<file path="config.mk">
export PLATFORM = sky130hd
export DESIGN_NAME = fetch_prefetch_buffer
export DESIGN_NICKNAME = d
export VERILOG_FILES = /design/src/rtl/fetch_prefetch_buffer.sv
export SDC_FILE = /design/constraint.sdc
export NUM_CORES = 1
export LEC_CHECK = 0
export ABC_CLOCK_PERIOD_IN_PS = 3300
export CORE_MARGIN = 1.5
export CORE_UTILIZATION = 35
export CTS_BUF_LIST = sky130_fd_sc_hd__clkbuf_4
export DETAILED_ROUTE_END_ITERATION = 6
export HOLD_SLACK_MARGIN = 0.12
export SETUP_SLACK_MARGIN = 0.1
export SLEW_MARGIN = 20
export SYNTH_ARGS = -nofsm -noshare
export SYNTH_HDL_FRONTEND = slang
export SYNTH_SLANG_ARGS = --single-unit
</file>
<file path="constraint.sdc">
create_clock -name clk -period 3.3 [get_ports clk]
set_input_delay 0.66 -clock clk [delete_from_list [all_inputs] [get_ports clk]]
set_output_delay 0.66 -clock clk [all_outputs]
set_load 0.1 [all_outputs]
</file>
<file path="src/rtl/fetch_prefetch_buffer.sv">
// Instruction-fetch front end: owns the fetch PC, issues single-outstanding imem requests,
// buffers returned words in a small FIFO and handles redirects, drains and HLT.
module fetch_prefetch_buffer #(
  parameter int unsigned DEPTH    = 4,
  parameter logic [15:0] RESET_PC = 16'h0
) (
  input  logic                     clk,
  input  logic                     reset,
  output logic                     imem_req,
  output logic [15:0]              imem_addr,
  input  logic                     imem_ack,
  input  logic [15:0]              imem_rdata,
  input  logic                     redirect,
  input  logic [15:0]              redirect_pc,
  input  logic                     id_ready,
  output logic                     id_valid,
  output logic [15:0]              id_instr,
  output logic [15:0]              id_pc_plus1,
  output logic [$clog2(DEPTH):0]   fifo_count,
  output logic                     fetch_halted
);

  localparam int unsigned PW = $clog2(DEPTH);
  localparam logic [PW:0] FULL = (PW+1)'(DEPTH);

  typedef enum logic [1:0] {IDLE, REQ, DRAIN, HALTED} state_t;

  typedef struct packed {
    logic [15:0] instr;
    logic [15:0] addr;
  } entry_t;

  state_t        state_q, state_d;
  logic [15:0]   fetch_pc;
  logic [15:0]   drain_addr;
  entry_t        mem [DEPTH];
  entry_t        head;
  logic [PW-1:0] rd_ptr, wr_ptr;
  logic [PW:0]   count, count_after_pop, count_next;
  logic          push, pop, is_hlt;

  // Redirect cancels any same-cycle pop or push.
  assign pop             = (count != '0) && id_ready && !redirect;
  assign push            = (state_q == REQ) && imem_ack && !redirect;
  assign is_hlt          = (imem_rdata[15:12] == 4'hF);
  assign count_after_pop = count - (PW+1)'(pop);
  assign count_next      = count_after_pop + (PW+1)'(push);

  // NOTE: sequential state uses non-blocking assignments so every flop samples pre-edge values.
  always_ff @(posedge clk) begin
    if (reset) state_q <= IDLE;
    else       state_q <= state_d;
  end

  // NOTE: default assignment first so no path through the case infers a latch.
  always_comb begin
    state_d = state_q;
    case (state_q)
      IDLE:   if (redirect || (count_after_pop < FULL)) state_d = REQ;
      REQ: begin
        if (redirect)           state_d = imem_ack ? REQ : DRAIN;
        else if (imem_ack) begin
          if (is_hlt)                   state_d = HALTED;
          else if (count_next < FULL)   state_d = REQ;
          else                          state_d = IDLE;
        end
      end
      DRAIN:  if (imem_ack) state_d = REQ;
      HALTED: if (redirect) state_d = REQ;
      default: state_d = IDLE;
    endcase
  end

  // During DRAIN the abandoned request keeps its old address until it is acknowledged.
  always_comb begin
    imem_req     = 1'b0;
    imem_addr    = fetch_pc;
    fetch_halted = 1'b0;
    case (state_q)
      REQ:    imem_req = 1'b1;
      DRAIN: begin
        imem_req  = 1'b1;
        imem_addr = drain_addr;
      end
      HALTED: fetch_halted = 1'b1;
      default: ;
    endcase
  end

  always_ff @(posedge clk) begin
    if (reset) begin
      fetch_pc   <= RESET_PC;
      drain_addr <= RESET_PC;
      rd_ptr     <= '0;
      wr_ptr     <= '0;
      count      <= '0;
    end else if (redirect) begin
      fetch_pc <= redirect_pc;
      if (state_q == REQ) drain_addr <= fetch_pc;
      rd_ptr   <= '0;
      wr_ptr   <= '0;
      count    <= '0;
    end else begin
      if (push) begin
        fetch_pc <= fetch_pc + 16'd1;
        wr_ptr   <= wr_ptr + 1'b1;
      end
      if (pop) rd_ptr <= rd_ptr + 1'b1;
      count <= count_next;
    end
  end

  // NOTE: the entry storage is not reset; the count and pointers alone define which entries are valid.
  always_ff @(posedge clk) begin
    if (push && !reset) mem[wr_ptr] <= '{instr: imem_rdata, addr: fetch_pc};
  end

  assign head        = mem[rd_ptr];
  assign id_valid    = (count != '0);
  assign id_instr    = id_valid ? head.instr : 16'h0;
  assign id_pc_plus1 = id_valid ? head.addr + 16'd1 : 16'h0;
  assign fifo_count  = count;

endmodule

</file>
==> qor.txt <==
Critical Path Sink Type -> output port
Syn_nets -> 561
Worst Reg2Reg Path Length in Cells -> 9
Crit path kind -> flip-flop to output port
Worst Path Required -> 2.64 ns
Post-synthesis sequential area ratio -> 0.6374
Full die area -> 21970 sq um
HP Class -> flip-flop to flip-flop
Status -> complete, no violations
Netlist cell types -> 44
Vias per cell -> 4.913
DP Cell Count -> 857
Fill cells -> 1843
Met3 usage -> 0.03773
Period minus WS final -> 3.169 ns
Synth area leaders -> edfxtp_1, dfxtp_1, mux4_2
Reg2reg start -> fifo_count[2]
Skew final -> 0.02361 ns
Die height -> 148.2 um
Syn Std Cell Area -> 7381 sq um
Yosys warns -> 0
Worst setup SP type -> flip-flop
Commonest non-fill, non-tap cell in the layout -> edfxtp_1
Clock sinks -> 171
Vias in the first global route -> 4596
Clock slew at reported path FFs -> 0.16 ns
Slew HR -> 0.6281
GRT overflow -> 0
Critical R2R Capture -> state_q[1]
Ys async rst share -> 0
Layout cells sized above 1 -> 0.3006
I/O Buffers -> 90
Top-area cell type share of the netlist area -> 0.5208
Period utilization -> 0.9604
Leak -> 3.111 nW
Ys flop type -> edfxtp_1
Post-synth EDFFs -> 128
Ports -> 91
Final setup vio count -> 0
Fmax -> 315.5 MHz
FF+latch count, synth -> 171
Hold Startpoint -> drain_addr[13]
Hold depth -> 2
Global routing usage on met1 -> 0.2052
DR WL/cell -> 17.18 um
Setup WS pre-CTS -> 0.2767 ns
Worst-skew pair later-pin latency -> 0.56 ns
TritonCTS clock tree -> done
Post-synth top area cell -> edfxtp_1
Overall routing resource usage -> 0.1485
Clock Tree Root -> clkbuf_4
PD cells -> 436.5 nW/um^2
Final Non-Filler Cells -> 904
Bufs on Longest Clock Path -> 2
RSZ-0062 raised after global routing -> yes
Final worst slack -> 0.1305 ns
Hold Violations, Final -> 0
Worst Hold Path EP -> drain_addr[13]
Worst vdd ir -> 0.2322 mV
Largest net degree at the start of global routing -> 34
Syn Area/Cell -> 14.47 sq um
Final ANT Viol Nets -> 0
Multi-input gate area -> 2565 sq um
Final #Nets -> 670
Commonest cells after routing, fill and taps aside -> edfxtp_1, nand2_1, buf_4
DP HPWL -> 10390 um
Hold WS -> 0.4664 ns
Initial Util -> 0.3613
Total Wirelength -> 15540 um
GR peak layer -> met2
Drt drc -> 0
Max Cap Viol -> 0
Hold buffer count at cts -> 0
First-pass GRT wire length -> 24780 um
Initial DRC Count -> 247
Met2 usage -> 0.2304
CTS Buf Count -> 17
Rows -> 52
Worst slew pin tran -> 0.5579 ns
Mapped Cells -> 510
Register Area -> 4710 sq um
Drt pass-1 iters -> 4
GPL Wtd Cong -> 0.7522
Total core area -> 20430 sq um
H-Tree Depth -> 4
Worst path arrival time -> 2.51 ns
FF-to-FF setup slack -> 0.98 ns
Initial antenna violation count -> 1
Chip width -> 148.2 um
Max-slew violation count -> 0
Worst-path fanout max -> 9
DR vias -> 4441
Area Overhead vs Synth -> 26.77%
## critical path, cell delays in order (launching register included)
cell	delay, ns
dfxtp_2	0.44
buf_4	0.22
mux4_2	0.31
nand4_4	0.20
or3_1	0.40
a21oi_2	0.19
buf_12	0.20
## Yosys cell counts (13+ instances only)
master,n
a21oi_1,25
clkbuf_1,19
dfxtp_1,43
edfxtp_1,128
ha_1,14
inv_1,13
mux2_2,16
mux4_2,27
nand2_1,53
nor2_1,39
nor2b_1,17
xnor2_1,20
## cell families (layout without fill, tap and decap cells)
| logic type | Yosys count | count (layout) | share of synthesized area |
|---|---|---|---|
| simple gates | 158 | 159 | 0.1136 |
| mux | 50 | 50 | 0.1273 |
| flops | 171 | 171 | 0.6374 |
| compound gates | 47 | 47 | 0.03746 |
| other cells | 0 | 2 | 0 |
| buf+inv | 41 | 162 | 0.02611 |
| fa+ha+maj | 14 | 14 | 0.02373 |
| xor+xnor | 29 | 29 | 0.03441 |
## where the power goes
part / internal (mW) / switching, mW
logic: 0.160 / 0.317
clock network: 0.417 / 0.806
registers: 2.34 / 0.0436
total: 2.92 / 1.17
## worst max path at each step
stage               slack, ns             end     startpoint
floorplan               -0.22    id_instr[12]  fifo_count[0]
global placement         0.36      state_q[1]       id_ready
detailed placement       0.28      state_q[1]       id_ready
CTS                      0.06  id_pc_plus1[7]      flip-flop
global route            -0.03  id_pc_plus1[6]      flip-flop
finish                   0.13  id_pc_plus1[7]      flip-flop
## area by class of cell
cell class | count | area share
Antenna cell | 2 | 0.0005349
Clock inverter | 15 | 0.01805
Inverter | 14 | 0.005616
Sequential cell | 171 | 0.5033
Multi-Input combinational cell | 299 | 0.2741
Clock buffer | 17 | 0.01364
Timing Repair Buffer | 116 | 0.1486
Tap cell | 270 | 0.03611
## per-layer routing
metal | routed length (um) | vias up
met5 | 0 | -
met3 | 804 | 4
met2 | 7424 | 129
met4 | 63 | 0
li1 | - | 2112
met1 | 7242 | 2196
## through the flow
| step | TNS, ns | utilization | power (mW) | cell area, sq um |
|---|---|---|---|---|
| 2_1_floorplan | -3.677 | - | 2.737 | 7411 |
| 3_3_place_gp | 0 | 0.4350 | 2.895 | 8886 |
| 3_5_place_dp | 0 | 0.4350 | 2.906 | 8886 |
| 4_1_cts | 0 | 0.4567 | 4.139 | 9330 |
| 5_1_grt | -0.1848 | 0.4580 | 4.256 | 9356 |
| 6_report | 0 | 0.4580 | 4.085 | 9356 |
## repair_timing
action                                  4_1_cts  5_1_grt
cloned                                        1        0
pin swaps                                     9        2
buffers inserted                             11        1
resized for setup                            18        6
endpoints found under the setup margin       21       46
## state kept, by name (all words and copies together), names as in the netlist, named ones only
signal and flops:
fifo_count 3, rd_ptr 2, state_q 2, wr_ptr 2
mem 128, fetch_pc 16, drain_addr 16
No activity file was read; power rests on OpenSTA's default activity.
